$ cat src/rtl/stage_sequencer.sv
// Parametrised one-hot stage sequencer with per-instruction skip mask, trap/irq arbitration
// at CONTROL and double-fault halt. Define STAGE_SEQ_PERF_EN to add cycle/retire counters.
module stage_sequencer #(
   parameter int NUM_STAGES   = 8,
   parameter int DECODE_STAGE = 2,
   parameter int NUM_IRQ      = 2,
   parameter int FAULT_W      = 3,
   localparam int IRQ_W       = (NUM_IRQ > 1) ? $clog2(NUM_IRQ) : 1
) (
   input  logic                  clk,
   input  logic                  reset_n,
   input  logic [NUM_STAGES-1:0] stage_done,
   input  logic [NUM_STAGES-1:0] stage_skip,
   input  logic                  fault,
   input  logic [FAULT_W-1:0]    fault_code,
   input  logic [NUM_IRQ-1:0]    irq_pending,
   output logic [NUM_STAGES-1:0] stage_active,
   output logic [1:0]            control_op,
   output logic [IRQ_W-1:0]      irq_id,
   output logic [FAULT_W-1:0]    fault_num,
   output logic                  instr_retire,
   output logic                  halted
`ifdef STAGE_SEQ_PERF_EN
   ,
   output logic [63:0]           perf_cycles,
   output logic [63:0]           perf_retired
`endif
);

   localparam int IDX_W = (NUM_STAGES > 1) ? $clog2(NUM_STAGES) : 1;

   typedef enum logic {ST_RUN, ST_HALT} state_e;

   state_e                  state_q, state_d;
   logic [NUM_STAGES-1:0]   stage_q, stage_d;
   logic [NUM_STAGES-1:0]   skip_q, skip_d;
   logic [1:0]              op_q, op_d;
   logic [IRQ_W-1:0]        irq_id_q, irq_id_d;
   logic [FAULT_W-1:0]      fnum_q, fnum_d;
   logic                    retire_q, retire_d;
   logic                    trap_q, trap_d;

   logic [NUM_STAGES-1:0]   skip_load, skip_eff;
   logic [IDX_W-1:0]        cur_idx, nxt_idx;
   logic                    nxt_found, done_cur, dec_done;
   logic                    irq_found;
   logic [IRQ_W-1:0]        irq_sel;

   always_comb begin
      state_d  = state_q;
      stage_d  = stage_q;
      skip_d   = skip_q;
      op_d     = op_q;
      irq_id_d = irq_id_q;
      fnum_d   = fnum_q;
      retire_d = 1'b0;
      trap_d   = trap_q;

      cur_idx = '0;
      for (int unsigned i = 0; i < NUM_STAGES; i++) begin
         if (stage_q[i]) cur_idx = IDX_W'(i);
      end

      // Bits up to and including DECODE_STAGE can never be skipped.
      for (int unsigned i = 0; i < NUM_STAGES; i++) begin
         skip_load[i] = (i > unsigned'(DECODE_STAGE)) && stage_skip[i];
      end

      done_cur = stage_done[cur_idx];
      dec_done = stage_q[DECODE_STAGE] && stage_done[DECODE_STAGE];
      // The mask sampled at decode completion already steers that same transition.
      skip_eff = dec_done ? skip_load : skip_q;

      nxt_idx   = '0;
      nxt_found = 1'b0;
      for (int unsigned j = 1; j < NUM_STAGES; j++) begin
         if (!nxt_found && (IDX_W'(j) > cur_idx) && !skip_eff[j]) begin
            nxt_idx   = IDX_W'(j);
            nxt_found = 1'b1;
         end
      end

      irq_found = 1'b0;
      irq_sel   = '0;
      for (int unsigned i = 0; i < NUM_IRQ; i++) begin
         if (!irq_found && irq_pending[i]) begin
            irq_found = 1'b1;
            irq_sel   = IRQ_W'(i);
         end
      end

      if (state_q == ST_RUN) begin
         if (fault) begin
            fnum_d = fault_code;
            if (op_q == 2'b00) begin
               state_d = ST_HALT;
               stage_d = '0;
            end else begin
               stage_d    = '0;
               stage_d[0] = 1'b1;
               trap_d     = 1'b1;
               skip_d     = '0;
            end
         end else if (stage_q[0]) begin
            stage_d    = '0;
            stage_d[1] = 1'b1;
            if (trap_q) begin
               op_d   = 2'b00;
               trap_d = 1'b0;
            end else if (irq_found) begin
               op_d     = 2'b01;
               irq_id_d = irq_sel;
            end else begin
               op_d = 2'b11;
            end
         end else if (done_cur) begin
            if (dec_done) skip_d = skip_load;
            stage_d          = '0;
            stage_d[nxt_idx] = 1'b1;
            if (!nxt_found) begin
               skip_d   = '0;
               retire_d = (op_q == 2'b11);
            end
         end
      end
   end

   always_ff @(posedge clk or negedge reset_n) begin
      if (!reset_n) begin
         state_q  <= ST_RUN;
         stage_q  <= NUM_STAGES'(1);
         skip_q   <= '0;
         op_q     <= 2'b11;
         irq_id_q <= '0;
         fnum_q   <= '0;
         retire_q <= 1'b0;
         trap_q   <= 1'b0;
      end else begin
         state_q  <= state_d;
         stage_q  <= stage_d;
         skip_q   <= skip_d;
         op_q     <= op_d;
         irq_id_q <= irq_id_d;
         fnum_q   <= fnum_d;
         retire_q <= retire_d;
         trap_q   <= trap_d;
      end
   end

   assign stage_active = stage_q;
   assign control_op   = op_q;
   assign irq_id       = irq_id_q;
   assign fault_num    = fnum_q;
   assign instr_retire = retire_q;
   assign halted       = (state_q == ST_HALT);

`ifdef STAGE_SEQ_PERF_EN
   logic [63:0] perf_cycles_q, perf_cycles_d;
   logic [63:0] perf_retired_q, perf_retired_d;

   always_comb begin
      perf_cycles_d  = perf_cycles_q + ((state_q == ST_RUN) ? 64'd1 : 64'd0);
      perf_retired_d = perf_retired_q + (retire_q ? 64'd1 : 64'd0);
   end

   always_ff @(posedge clk or negedge reset_n) begin
      if (!reset_n) begin
         perf_cycles_q  <= '0;
         perf_retired_q <= '0;
      end else begin
         perf_cycles_q  <= perf_cycles_d;
         perf_retired_q <= perf_retired_d;
      end
   end

   assign perf_cycles  = perf_cycles_q;
   assign perf_retired = perf_retired_q;
`endif

endmodule

$ cat config.mk
export PLATFORM = sky130hd
export DESIGN_NAME = stage_sequencer
export DESIGN_NICKNAME = d
export VERILOG_FILES = /design/src/rtl/stage_sequencer.sv
export SDC_FILE = /design/constraint.sdc
export NUM_CORES = 1
export LEC_CHECK = 0
export ABC_AREA = 1
export BUFFER_PORTS_ARGS = -buffer_cell sky130_fd_sc_hd__buf_2
export CAP_MARGIN = 10
export CORE_MARGIN = 2
export CORE_UTILIZATION = 56
export DETAILED_ROUTE_END_ITERATION = 6
export GPL_ROUTABILITY_DRIVEN = 1
export HOLD_SLACK_MARGIN = 0.05
export PLACE_DENSITY = 0.94
export SETUP_SLACK_MARGIN = 0.4
export SLEW_MARGIN = 30
export SYNTH_ARGS = -nofsm -noshare
export SYNTH_HDL_FRONTEND = slang
export SYNTH_SLANG_ARGS = --single-unit
$ cat constraint.sdc
create_clock -name clk -period 3.85 [get_ports clk]
set_input_delay 0.77 -clock clk [delete_from_list [all_inputs] [get_ports clk]]
set_output_delay 0.77 -clock clk [all_outputs]
set_load 0.02 [all_outputs]
== Word-level counts from Yosys, hierarchy flattened ==
Cells that the tools add are included.

* Bits in registers: 24
* Input bits: 24
* Output and inout port bits: 16
* Word-level logic and storage cells: 116

* Magnitude comparators: 10
* Equal/unequal tests: 3
* Multiplexer cells: 51
* Bitwise operators: 3
* Reduce and logical (&&, ||, !) cells: 40

{| class="wikitable"
|+ Operators with widths
! cell !! count
|-
| 8-bit 2-to-1 mux || 9
|-
| 3-bit 2-to-1 mux || 10
|-
| 1-bit 2-to-1 mux || 26
|-
| 1-bit logical AND || 16
|-
| 1-bit zero test || 14
|-
| 3-bit greater-than comparator (first input constant) || 4
|-
| 3-bit by 4-bit < comparator with 1-bit output (second input constant) || 2
|-
| 2-bit 2-to-1 mux || 4
|-
| 2-bit by 3-bit greater-than comparator with 1-bit output (first input constant) || 2
|-
| 3-bit AND reduction || 2
|-
| 5-bit AND reduction || 1
|-
| 2-bit != test (second input constant) || 2
|-
| 2-bit AND reduction || 2
|-
| 4-bit AND reduction || 1
|-
| 2-bit nonzero test || 2
|-
| 1-bit binary-select mux with 3-bit select || 1
|-
| 1-bit demux with 3-bit select || 1
|-
| 3-bit by 1-bit >= comparator with 1-bit output (second input constant) || 1
|-
| 1-bit by 3-bit greater-than comparator with 1-bit output (first input constant) || 1
|-
| 1-bit NOT || 3
|-
| 3-bit nonzero test || 1
|-
| 2-bit equality test (second input constant) || 1
|-
| 2-bit zero test || 1
|}

== Logic depth before layout (Yosys ltp) ==
* Depth in word-level cells: 41
* Depth in mapped cells: 17
* Mapped depth without buffers: 16

== Least setup slack after synthesis ==
Ideal clock, no wire load.

* Kind: input -> register
* Start point: input stage_done[2]
* End point: register skip_q[6]
* Setup time: 0.118 ns
* Arrival: 1.818 ns
* Required time: 3.732 ns
* Slack: 1.915 ns
* Stages on the path: 12
* Path buffers: 0
* Cells stage by stage: nand2_2 -> nand2_1 -> nand2_1 -> nor2_1 -> nand2_1 -> nand2_1 -> nor2_1 -> nand4_1 -> nor2_2 -> inv_2 -> nand3b_1 -> nand2_1

* Word-level cells in the longest chain between the ends: 33
* Elaborated cells between the ends (all ways): 43
* Those cells by class: mux (14); reduce/logical (29)

{| class="wikitable"
|+ Ends and longest elaborated chain
! item !! line !! RTL
|-
| from (decl) || 12 || <nowiki>input logic [NUM_STAGES-1:0] stage_done,</nowiki>
|-
| 1-bit logical AND || 70 || <nowiki>dec_done = stage_q[DECODE_STAGE] && stage_done[DECODE_STAGE];</nowiki>
|-
| 8-bit 2-to-1 mux || - ||
|-
| 1-bit zero test || 77 || <nowiki>if (!nxt_found && (IDX_W'(j) > cur_idx) && !skip_eff[j]) begin</nowiki>
|-
| 1-bit logical AND || 77 ||
|-
| 1-bit 2-to-1 mux || 77 ||
|-
| 1-bit zero test || 77 ||
|-
| 1-bit logical AND (2 in series) || 77 ||
|-
| 1-bit 2-to-1 mux || 77 ||
|-
| [15 not listed] || - ||
|-
| 1-bit 2-to-1 mux || 77 ||
|-
| 1-bit zero test || 77 ||
|-
| 1-bit logical AND (2 in series) || 77 ||
|-
| 1-bit 2-to-1 mux || 77 ||
|-
| 8-bit 2-to-1 mux || 120 || <nowiki>if (!nxt_found) begin</nowiki>
|-
| 8-bit 2-to-1 mux || 116 || <nowiki>end else if (done_cur) begin</nowiki>
|-
| 8-bit 2-to-1 mux || 104 || <nowiki>end else if (stage_q[0]) begin</nowiki>
|-
| 8-bit 2-to-1 mux || 93 || <nowiki>if (fault) begin</nowiki>
|-
| to (signal assigned) || 141 || <nowiki>skip_q <= skip_d;</nowiki>
|-
| to (decl) || 36 || <nowiki>logic [NUM_STAGES-1:0] skip_q, skip_d;</nowiki>
|}

Parallel ways exist; a longest one is shown, timed or not. The select of a mux whose other input is x is not followed.
A chain may end at the register's enable or synchronous reset.

== Final worst setup path ==
* Start point: register stage_q[6] (netlist: stage_active[6])
* End point: register skip_q[1]

* Word-level cells in the longest chain between the ends: 33
* Elaborated cells between the ends (all ways): 43
* Those cells by class: order compare (7); mux (15); reduce/logical (21)

{| class="wikitable"
|+ Ends and longest elaborated chain
! item !! line !! RTL
|-
| from (decl) || 35 || <nowiki>logic [NUM_STAGES-1:0] stage_q, stage_d;</nowiki>
|-
| from (signal assigned) || 140 || <nowiki>stage_q <= stage_d;</nowiki>
|-
| 3-bit 2-to-1 mux (*) (2 in series) || 61 || <nowiki>if (stage_q[i]) cur_idx = IDX_W'(i);</nowiki>
|-
| 1-bit by 3-bit greater-than comparator with 1-bit output || 77 ||
|-
| 1-bit logical AND || 77 ||
|-
| 1-bit 2-to-1 mux || 77 ||
|-
| 1-bit zero test || 77 ||
|-
| 1-bit logical AND (2 in series) || 77 ||
|-
| 1-bit 2-to-1 mux || 77 ||
|-
| 1-bit zero test || 77 ||
|-
| [14 not listed] || - ||
|-
| 1-bit 2-to-1 mux || 77 ||
|-
| 1-bit zero test || 77 ||
|-
| 1-bit logical AND (2 in series) || 77 ||
|-
| 1-bit 2-to-1 mux || 77 ||
|-
| 8-bit 2-to-1 mux || 120 ||
|-
| 8-bit 2-to-1 mux || 116 ||
|-
| 8-bit 2-to-1 mux || 104 ||
|-
| 8-bit 2-to-1 mux || 93 ||
|}

Mark *: on every way between the ends. The rest lies on a longest branch, timed or not. The select of a mux whose other input is x is not followed.

==> out/metrics.yaml <==
layout:
  layout_common_cells: "nand2_1 (56), buf_2 (36), inv_1 (32), dfrtp_1 (21), nor2_1 (20)"
  nNetsFinal: 265
  finalNonFillerCells: 270
  n_fill_cell: 234
  syn_to_final_growth_pct: 16.5
  layout-drive-gt1-share: 0.267
  diodes: 0
  ff_latch_area_um2: 604
  multi_input_area_um2: 718
  mostFrequentLayoutCell: "nand2_1"
grt:
  overflow: 0
  grt_pass1_vias: 1324
  track_usage: 0.226
  grt_pass1_wl_mm: 5.61
  grt_max_degree: 25
  antenna_found_initial: 0
drt:
  num_vias: 1411
  wl_mm: 3.24
  via_per_inst: 5.23
  drt_pass1_iterations: 4
  ant_nets: 0
  drt-wirelength-per-cell_um: 12.0
  drt_iter0_markers: 43
  drc_errors: 0
floorplan:
  floorplan.io_pins: 40
  die_w_um: 55.2
  rows: 18
  start_util: 0.593
  core-area_um2: 2480
  die_area_um2: 3050
  fp.dieH_um: 55.2
timing:
  grt_setup_unrepaired: "no"
  clock_skew_ps: 2.17
  fmax_mhz: 495
  setup_viol: 0
  relSlewSlack: 0.641
  min_period_over_period: 0.525
  final_hold_viol_count: 0
  fin_ws_ps: 1830
  slew_violations: 0
  post-route-min-period_ps: 2020
  tightest_slew_ps: 539
  finalSetupTns_ps: 0
clock_network:
  clock-sinks: 24
  hold_buffers: 0
  clkTransAtPathRegs_ps: 130
  numCtsBuffers: 3
  postCtsSetupRepairBufs: 0
  cts-root-buf: "clkbuf_4"
  cts_tree: "yes"
  clock_latency_ps: 330
  cts_resized: 0
  htree_num_levels: 1
  max-clock-path-buffers: 2
worst_setup_path:
  cp_data_required_time_ps: 4130
  r2r_slack_ps: 1830
  cp_max_fo: 7
  critical_path_arrival_ps: 2300
  r2r_cells: 11
  timing.rr.start: "stage_active[6]"
  critPathLaunchType: "flop"
  r2r_end: "skip_q[1]"
  worst-setup-path-type: "flop to flop"
  cp-end-kind: "flop"
place:
  place_ws_ps: 1530
  globalplace.congestion: 0.886
  dp.final_hpwl_mm: 2.54
  io_buffers: 36
  dp_cells: 266
yosys:
  syn_area_um2: 1470
  netlist.area_leader.share: 0.358
  ys_warn_count: 0
  syn_nets: 225
  yosys-top-cells-area: "dfrtp_1 (36%), nand2_1 (14%), inv_1 (8.2%)"
  yosysSeqAreaShare: 0.411
  synth_cell_type_count: 28
  ys_seq_elements: 24
  netlist_instances: 201
  yosys.area.top_type: "dfrtp_1"
  syn_area_per_cell_um2: 7.31
job:
  drv_cap: 0
power:
  cellLeakagePower_uw: 0.00100
  powerDensity_nw_per_um2: 250
  ir_drop_v: 0.000234
run_status:
  status: "finished, final reports clean"
worst_hold_path:
  hold_class: "input port to async pin"
state kept, by name (all words and copies together), names as in the netlist:
name,count
control_op,2
fault_num,3
halted,1
instr_retire,1
irq_id,1
skip_q,7
stage_active,8
trap_q,1
kinds of logic (layout without fill, tap and decap cells):
group,after synthesis,after routing,share of synthesized area
buffers and inverters,37,76,0.0997
multiplexers,6,6,0.0434
AND/OR/NAND/NOR,115,115,0.364
AO/OA/AOI/OAI,19,19,0.0818
flip-flops,24,24,0.411
how the worst max path moves through the flow:
stage / start / endpoint / slack, ps / depth (start not counted)
final: stage_active[6] / skip_q[1] / 1830 / 11
after global routing: stage_active[7] / skip_q[1] / 1540 / 11
after CTS: stage_active[6] / skip_q[1] / 1820 / 11
after detailed placement: stage_done[2] / skip_q[6] / 1530 / 13
after global placement: stage_done[2] / skip_q[6] / 1540 / 13
after floorplan: stage_done[2] / skip_q[6] / 1910 / 12
per-stage QoR:
step,instance area (µm²),util,power (µW),hold WS (ps)
after floorplan,1470,-,275,449
after global placement,1680,0.676,294,463
after CTS,1710,0.691,429,421
after global routing,1710,0.691,446,424
final,1710,0.691,429,401
after detailed placement,1680,0.676,295,466
worst max-delay path, cell delays in order, from the launching register on:
cell and delay (ps):
dfrtp_1 450, nor2_1 200, nand2_1 200, nor2_1 190, nand2_1 70, nor2_1 230, nor2_1 110, nand4_1 150
nor2_2 80, nor3_1 170, nand2_1 90, nand2_1 60
area by class of cell:
| type | count | share of cell area |
|---|---|---|
| multi-input cells | 140 | 0.420 |
| flip-flops and latches | 24 | 0.353 |
| repair buffers | 36 | 0.105 |
| inverters | 36 | 0.0789 |
| well taps | 30 | 0.0219 |
| clock buffers | 4 | 0.0212 |
routing by layer:
layer | global-route usage | share of wire
met1 | 0.283 | 0.44
met2 | 0.400 | 0.49
met3 | 0.0328 | 0.057
met4 | 0.0732 | 0.013
met5 | 0 | 0
cell usage after synthesis (all sizes together):
cell type	number
a21oi	4
a22oi	1
nand3b	4
buf	1
nor2	24
mux2	3
nor3	3
mux2i	3
o32ai	1
dfrtp	21
o21bai	2
nand4	4
nand2	63
nand3	16
o21ai	10
o31ai	1
inv	36
dfstp	3
nor4	1
power breakdown:
part | switching [µW] | total [µW] | internal, µW | leakage, µW
Sequential | 1.96 | 257 | 255 | 0.000304
Clock | 81.0 | 139 | 58.0 | 0.0000210
Combinational | 20.4 | 32.7 | 12.3 | 0.000676
Total | 103 | 429 | 325 | 0.00100
Note: power is estimated with default switching activity, not from simulation.
